File: src/rtl/trap_sequencer.sv
// trap_sequencer
//   Sequences machine-mode trap entry (interrupt, ECALL, EBREAK) and MRET
//   return. It issues one CSR write per cycle (mepc, mcause, mstatus), stalls
//   the pipeline while active, and finishes with a one-cycle fetch redirect.
//
//   Ports:
//     clk, rst_n        clock, asynchronous active-low reset
//     interrupt_taken   execute stage took an interrupt
//     ecall_exception   ECALL executed
//     ebreak_exception  EBREAK executed
//     mret_instruction  MRET executed
//     trap_pc           PC of the instruction in execute
//     interrupt_cause   cause code of the pending interrupt
//     mtvec/mepc/mstatus current CSR values
//     csr_we/csr_waddr/csr_wdata  CSR write port (addr/data 0 when idle)
//     stall_pipeline    freeze IF/ID/EX while sequencing
//     redirect_valid/redirect_pc  one-cycle fetch redirect
//     busy              sequencer not idle
module trap_sequencer #(
   parameter bit         VECTORED_EN = 1'b1,
   parameter logic [1:0] MPP_VALUE   = 2'b11
) (
   input  logic        clk,
   input  logic        rst_n,
   input  logic        interrupt_taken,
   input  logic        ecall_exception,
   input  logic        ebreak_exception,
   input  logic        mret_instruction,
   input  logic [31:0] trap_pc,
   input  logic [31:0] interrupt_cause,
   input  logic [31:0] mtvec,
   input  logic [31:0] mepc,
   input  logic [31:0] mstatus,
   output logic        csr_we,
   output logic [11:0] csr_waddr,
   output logic [31:0] csr_wdata,
   output logic        stall_pipeline,
   output logic        redirect_valid,
   output logic [31:0] redirect_pc,
   output logic        busy
);

   localparam logic [11:0] ADDR_MSTATUS = 12'h300;
   localparam logic [11:0] ADDR_MEPC    = 12'h341;
   localparam logic [11:0] ADDR_MCAUSE  = 12'h342;

   typedef enum logic [2:0] {
      IDLE,
      SAVE_EPC,
      SAVE_CAUSE,
      UPD_STATUS,
      RESTORE,
      REDIRECT
   } state_t;

   state_t      state;
   logic [31:0] cause_q;
   logic [31:0] status_q;
   logic [31:0] target_q;

   logic        trap_req;
   logic [31:0] acc_cause;
   logic [31:0] trap_base;
   logic [31:0] trap_target;
   logic [31:0] mret_target;
   logic        unused_bits;

   // Trap entry: MPIE <= MIE, MIE <= 0, MPP <= MPP_VALUE.
   function automatic logic [31:0] trap_status(input logic [31:0] s);
      logic [31:0] r;
      r        = s;
      r[7]     = s[3];
      r[3]     = 1'b0;
      r[12:11] = MPP_VALUE;
      return r;
   endfunction

   // MRET: MIE <= MPIE, MPIE <= 1, MPP <= MPP_VALUE.
   function automatic logic [31:0] mret_status(input logic [31:0] s);
      logic [31:0] r;
      r        = s;
      r[3]     = s[7];
      r[7]     = 1'b1;
      r[12:11] = MPP_VALUE;
      return r;
   endfunction

   // Operands captured at acceptance; priority interrupt > ECALL > EBREAK.
   always_comb begin
      trap_req = interrupt_taken | ecall_exception | ebreak_exception;
      if (interrupt_taken)
         acc_cause = {1'b1, interrupt_cause[30:0]};
      else if (ecall_exception)
         acc_cause = 32'd11;
      else
         acc_cause = 32'd3;
      trap_base = {mtvec[31:2], 2'b00};
      if (VECTORED_EN && interrupt_taken && (mtvec[1:0] == 2'b01))
         trap_target = trap_base + {25'd0, acc_cause[4:0], 2'b00};
      else
         trap_target = trap_base;
      mret_target = {mepc[31:2], 2'b00};
   end

   assign unused_bits    = ^{interrupt_cause[31], mepc[1:0]};
   assign stall_pipeline = busy;

   // Outputs are registered together with the state they belong to, so each
   // branch loads the outputs of the state being entered.
   always_ff @(posedge clk or negedge rst_n) begin
      if (!rst_n) begin
         state          <= IDLE;
         cause_q        <= '0;
         status_q       <= '0;
         target_q       <= '0;
         csr_we         <= 1'b0;
         csr_waddr      <= '0;
         csr_wdata      <= '0;
         redirect_valid <= 1'b0;
         redirect_pc    <= '0;
         busy           <= 1'b0;
      end else begin
         csr_we         <= 1'b0;
         csr_waddr      <= '0;
         csr_wdata      <= '0;
         redirect_valid <= 1'b0;
         redirect_pc    <= '0;
         busy           <= 1'b1;
         case (state)
            IDLE: begin
               if (trap_req) begin
                  state     <= SAVE_EPC;
                  cause_q   <= acc_cause;
                  status_q  <= mstatus;
                  target_q  <= trap_target;
                  csr_we    <= 1'b1;
                  csr_waddr <= ADDR_MEPC;
                  csr_wdata <= trap_pc & ~32'h3;
               end else if (mret_instruction) begin
                  state     <= RESTORE;
                  target_q  <= mret_target;
                  csr_we    <= 1'b1;
                  csr_waddr <= ADDR_MSTATUS;
                  csr_wdata <= mret_status(mstatus);
               end else begin
                  busy <= 1'b0;
               end
            end
            SAVE_EPC: begin
               state     <= SAVE_CAUSE;
               csr_we    <= 1'b1;
               csr_waddr <= ADDR_MCAUSE;
               csr_wdata <= cause_q;
            end
            SAVE_CAUSE: begin
               state     <= UPD_STATUS;
               csr_we    <= 1'b1;
               csr_waddr <= ADDR_MSTATUS;
               csr_wdata <= trap_status(status_q);
            end
            UPD_STATUS, RESTORE: begin
               state          <= REDIRECT;
               redirect_valid <= 1'b1;
               redirect_pc    <= target_q;
            end
            REDIRECT: begin
               state <= IDLE;
               busy  <= 1'b0;
            end
            default: begin
               state <= IDLE;
               busy  <= 1'b0;
            end
         endcase
      end
   end

endmodule
File: config.mk
export PLATFORM = sky130hd
export DESIGN_NAME = trap_sequencer
export DESIGN_NICKNAME = d
export VERILOG_FILES = /design/src/rtl/trap_sequencer.sv
export SDC_FILE = /design/constraint.sdc
export NUM_CORES = 1
export LEC_CHECK = 0
export ABC_AREA = 0
export CAP_MARGIN = 40
export CORE_MARGIN = 2
export CORE_UTILIZATION = 49
export DETAILED_ROUTE_END_ITERATION = 8
export PLACE_DENSITY = 0.82
export SYNTH_ARGS = -nofsm -noshare
export SYNTH_HDL_FRONTEND = slang
export SYNTH_SLANG_ARGS = --single-unit
File: constraint.sdc
create_clock -name clk -period 3.7 [get_ports clk]
set_clock_uncertainty 0.15 [all_clocks]
set_input_delay 0.555 -clock clk [delete_from_list [all_inputs] [get_ports clk]]
set_output_delay 0.555 -clock clk [all_outputs]
set_load 0.02 [all_outputs]
==> qor.csv <==
stage;metric;value;unit
critical_path;startpoint_type;input port;
timing;setup_viol;0;
route;detail-route-antenna-nets;0;
timing;timing.fmax;0.3283;GHz
route;drt_wl_total;20.20;mm
clock_tree;clk_latency;420;ps
synth;synth_top_family_by_area;simple AND/OR/NAND/NOR gates;
clock_tree;cts_setup_buffers;0;
timing;drv_slew;0;
route;wl_per_cell;17.41;um
route;drc;0;
power;internal-power;4.775;mW
floorplan;fp-row-count;44;
grt;grt_pass1_wl;32.47;mm
run;maxCapViolCount;0;
power;combPwrFrac;0.403;
timing;rsz0062_at_grt;false;
clock_tree;clk_pin_slew_worst_paths;70;ps
floorplan;ioPinCount;246;
cells_and_area;final_area;10260;um2
place;placedInstanceArea;9717;um2
cells_and_area;layout.cells.non_filler;1160;
critical_path;path_class;input port to flop;
power;power_frac_clock;0.213;
route;first_pass_iters;8;
cells_and_area;post-route-util;0.7063;
clock_tree;cts.htree.levels;4;
critical_path;cp_data_arrival_time;3160;ps
grt;grt_max_degree;91;
synth;ys_seq_elements;162;
outcome;status;complete, but fails checks;
synth;yosys.area_share.adder;0.01136;
power;switching_share;0.3727;
synth;synth_ff_type;dfrtp_1;
power;leakage;4.634;nW
place;place_ws;202.8;ps
grt;globalRouteOverflowTotal;0;
clock_tree;cts_tree;done;
synth;syn_area;7272;um2
cells_and_area;nFillCells;1106;
timing;max-slew-margin-rel;0.3922;
power;power.density;741.6;nW/um2
clock_tree;cts_made_buffers;17;
clock_tree;cts_hold_buf;0;
timing;timing.final.crit_share;0.8232;
worst_hold_path;min_path_type;input port to async pin;
floorplan;die_h;125.8;um
synth;synthMuxAreaShare;0.006022;
synth;synthArstFlopShare;1.000;
synth;yosysSeqAreaShare;0.5575;
outcome;violations;hold timing;
floorplan;die_x;125.8;um
cells_and_area;fin_nets;1134;
floorplan;start_util;0.5003;
power;p_total;7.612;mW
timing;holdWs;-14.50;ps
critical_path;crit_required;3810;ps
synth;syn_inst;747;
timing;hold_viol;11;
critical_path;path_max_fanout;7;
timing;period_needed;3046;ps
power;seqPwrFrac;0.383;
clock_tree;clock-sinks;162;
timing;tightest_slew;911.7;ps
grt;grt_pass1_vias;6217;
floorplan;dieArea;15830;um2
clock_tree;cts-root-buf;clkbuf_16;
clock_tree;ctsLongestPathBuffers;2;
power;power_switching;2.837;mW
place;io_buffer_count;229;
floorplan;core-area;14530;um2
synth;ys_types;55;
synth;synthXorXnorAreaFrac;0.02770;
route;routed_via_density;5.497;
timing;tns;0;ps
cells_and_area;syn_to_final_growth;41.16;%
route;vias;6376;
critical_path;endpoint_kind;flop;
timing;setup_ws;654.1;ps
clock_tree;ctsResizeCount;0;
synth;synth_compound_area_frac;0.1256;
cells_and_area;drive_above_1_share;0.07385;
power;ir_drop;406.5;uV
route;drt_iter0_drc;527;
place;place_inst;1127;
place;gp_congestion;0.8689;
place;place_hpwl;14.04;mm
synth;yosys_warnings;0;
synth;avgSynthCellArea;9.735;um2
grt;grt.total_usage;0.2620;
synth;synth_simple_gate_area_frac;0.2199;
synth;synth_edf_count;0;
grt;antenna_found_initial;1;
==> per-layer routing <==
metal	up-vias	routed length, um	track usage
met5	-	0	0
met4	0	763	0.1202
met2	248	9986	0.4277
li1	2981	-	-
met3	44	948	0.04163
met1	3103	8503	0.3476
==> final cells by class <==
cell class                 instances  area, um2  area share
sequential                       162       4054      0.3949
tap                              184      230.2     0.02243
clock buffer                      18      439.2     0.04278
timing repair buffer             247       2466      0.2403
inverter                          16      60.06    0.005851
antenna                            1      2.502   0.0002438
clock inverter                    14      106.4     0.01036
multi-input combinational        518       2907      0.2832
==> cell usage in the layout (no fill, tap or decap), drive strengths merged, types with 3 or more instances in the layout <==
cell type	instances
nand4	7
clkinvlp	3
buf	19
conb	9
nor2b	35
and4	3
xor2	9
nor2	19
dfrtp	162
nor3	7
a21oi	12
a211oi	3
a222oi	29
o21ai	44
and3	4
nand3	33
o211ai	5
a22oi	22
nand2b	3
xnor2	14
clkbuf	18
nor4	4
clkinv	6
mux2	3
clkdlybuf4s50	228
inv	21
ha	5
and2	3
or3	3
nand2	220
==> synth_stat cells (3+ instances only) <==
| master | instances | area [um2] |
|---|---|---|
| or3_1 | 3 | 18.77 |
| nand2_1 | 220 | 825.8 |
| nor2_1 | 19 | 71.32 |
| and3_1 | 3 | 18.77 |
| nand3_1 | 32 | 160.2 |
| nor2b_1 | 35 | 219.0 |
| o21ai_1 | 35 | 175.2 |
| a222oi_1 | 29 | 290.3 |
| xnor2_1 | 14 | 122.6 |
| buf_1 | 3 | 11.26 |
| xor2_1 | 9 | 78.83 |
| o211ai_1 | 5 | 37.54 |
| inv_1 | 14 | 52.55 |
| buf_2 | 8 | 40.04 |
| and4_1 | 3 | 26.28 |
| nand2b_1 | 3 | 18.77 |
| and2_1 | 3 | 18.77 |
| clkbuf_1 | 29 | 108.9 |
| dfrtp_1 | 162 | 4054 |
| a21oi_1 | 12 | 60.06 |
| buf_4 | 16 | 120.1 |
| a211oi_1 | 3 | 22.52 |
| a22oi_1 | 22 | 165.2 |
| nor3_2 | 5 | 50.05 |
| buf_6 | 3 | 33.78 |
| ha_1 | 5 | 62.56 |
| o21ai_0 | 8 | 40.04 |
| nand4_1 | 7 | 43.79 |
==> critical path, stage by stage <==
cell             delay [ps]
clkdlybuf4s50_1         520
buf_4                   170
mux2_2                  360
ha_1                    340
o21a_1                  140
o31a_1                  310
o21ai_2                 180
nor4_1                  340
xnor2_1                 160
o21ai_1                  80
==> state kept, by name (all words and copies together), names as in the netlist <==
name,count
redirect_pc,30
target_q,30
redirect_valid,1
state,3
status_q,29
busy,1
csr_wdata,32
csr_waddr,4
cause_q,32
==> final timing paths <==
path                                 start             end  slack (ps)  depth (start not counted)
setup / recovery           interrupt_taken    target_q[30]         650                         10
setup reg to reg                  state[0]    target_q[13]        1310                          5
hold reg to reg                cause_q[11]     cause_q[11]         320                          2
max in group asynchronous            rst_n    status_q[18]        2500                          2
min in group clk               cause_q[11]     cause_q[11]         320                          2
hold / removal                       rst_n  redirect_pc[7]         -10                          1
==> cells by family (layout without fill, tap and decap cells) <==
group | after synthesis | in the layout
simple gates | 348 | 348
flops | 162 | 162
compound gates | 128 | 128
buf+inv | 75 | 295
fa+ha+maj | 6 | 6
mux | 4 | 4
other cells | 1 | 10
xor+xnor | 23 | 23
==> power groups by stage <==
stage / registers, mW / logic (mW) / clock network (mW)
2_1_floorplan: 3.17 / 1.59 / 0
3_3_place_gp: 2.91 / 2.96 / 0
3_5_place_dp: 2.94 / 3.07 / 0
4_1_cts: 2.91 / 3.08 / 1.65
5_1_grt: 3.00 / 3.38 / 1.74
6_report: 2.92 / 3.07 / 1.62
No activity file was read; power rests on OpenSTA's default activity.
==> RTL edit, RTL diff (same flow settings) <==
Change the parameter `VECTORED_EN` from 1'b1 to 1'b0.
--- a/src/rtl/trap_sequencer.sv
+++ b/src/rtl/trap_sequencer.sv
@@ -19,3 +19,3 @@
 module trap_sequencer #(
-   parameter bit         VECTORED_EN = 1'b1,
+   parameter bit         VECTORED_EN = 1'b0,
    parameter logic [1:0] MPP_VALUE   = 2'b11
Formal check against the unedited RTL: not equivalent (Yosys sat finds a counterexample within 10 cycles, from zero or initial values and one cycle with rst_n low).
==> RTL edit against the original RTL <==
- register-to-register slack better by 0.11 ns
- synthesized area fell by 2.5%
- sequential cell count is 1 higher
- worst setup slack better by 0.66 ns
- design area is 1.4% lower
- count of clock-buffer cells in the layout rose by 4
- combinational power rose by 8.8%
- power grew 9.0%
- routed wire length shrank 9.3%
==> RTL edit: results (changes against the original RTL) <==
worst slack, placed 0.866 ns (was 0.203 ns); largest net degree at the start of global routing 92 (was 91); vias in the first global route 5759 (was 6217); FFs & Latches 163 (was 162); main area contributors after synthesis dfrtp_1 58%, mux2_2 14%, nand3b_1 5.3% (was dfrtp_1 56%, nand2_1 11%, a222oi_1 4.0%); n_taps 180 (was 184); Port-buffer cells 227 (was 229); layout cells sized above 1 17.3% (was 7.38%); leakage 4.20 nW (was 4.63 nW); clock network area share 6.43% (was 5.31%); Non-clock buffers 238 (was 247); Initial DRT Pass Iterations 5 (was 8); register area share after synthesis 57.5% (was 55.7%); count of cell types in the netlist 38 (was 55); fraction of area in multi-input gates 25.9% (was 28.3%); clock buf count 22 (was 18); #MultiIn Comb 334 (was 518); n_diodes 0 (was 1); met1 WL 7.30 mm (was 8.50 mm); status complete, no violations (was complete, but fails checks); nets@finish 954 (was 1134); R2R Setup Slk 1.42 ns (was 1.31 ns); R2R depth 4 (was 5); Max VDD drop 518 uV (was 406 uV); Synth top cells by count 163 x dfrtp_1, 90 x mux2_2, 50 x nand3b_1, 34 x inv_1 (was 220 x nand2_1, 162 x dfrtp_1, 35 x nor2b_1, 35 x o21ai_1, 32 x nand3_1); First DRT Iteration DRCs 492 (was 527); crit path max fanout 36 (was 7); total track usage 24.0% (was 26.2%); WL met3 1.85 mm (was 948 um); metal2 WL 8.77 mm (was 9.99 mm); gpl congestion 0.795 (was 0.869); family with the most delay on the worst path buffers and inverters (was compound AO/OA/AOI/OAI gates); final hold slack 0.0348 ns (was -0.0145 ns); Signal buf overhead 23.8% (was 24.0%); post-DP HPWL 12.2 mm (was 14.0 mm); Worst Setup EP csr_wdata[21] (was target_q[30]); crit path DAT 2.59 ns (was 3.16 ns); Non-clk invs 34 (was 16); met3 usage 9.84% (was 4.16%); Global Route met1 Usage 29.5% (was 34.8%); Avg WL per Cell 18.7 um (was 17.4 um); global routing usage on met2 38.2% (was 42.8%); Seq area share 40.3% (was 39.5%); fin cells 980 (was 1160)
[RTL edit: changes by cell type in the layout (fill, tap and decap cells not counted), sizes merged, moves of 9 or more]
cell    before  now
nand2      220    0
mux2         3   91
nand3b       2   50
a222oi      29    0
a221o        0   27
a21oi       12   31
a22oi       22    3
o21ai       44   29
nor2        19    5
xnor2       14    0
inv         21   34
xor2         9    0
[RTL edit: kinds of logic (layout without fill, tap and decap cells)]
logic type | Yosys count | in the layout | synth area share [%]
buf+inv | 93 | 303 | 6.14
simple gates | 129 | 129 | 11.9
flops | 163 | 163 | 57.5
mux | 91 | 91 | 14.5
compound gates | 105 | 105 | 9.97
other cells | 1 | 9 | 0.0529
[RTL edit: power by group through the flow]
stage	sequential, mW	clock, mW	combinational [mW]
6_report	3.04	1.92	3.34
4_1_cts	3.04	1.95	3.37
3_3_place_gp	3.13	0	3.05
2_1_floorplan	3.28	0	1.80
5_1_grt	3.14	2.03	3.60
3_5_place_dp	3.06	0	3.34
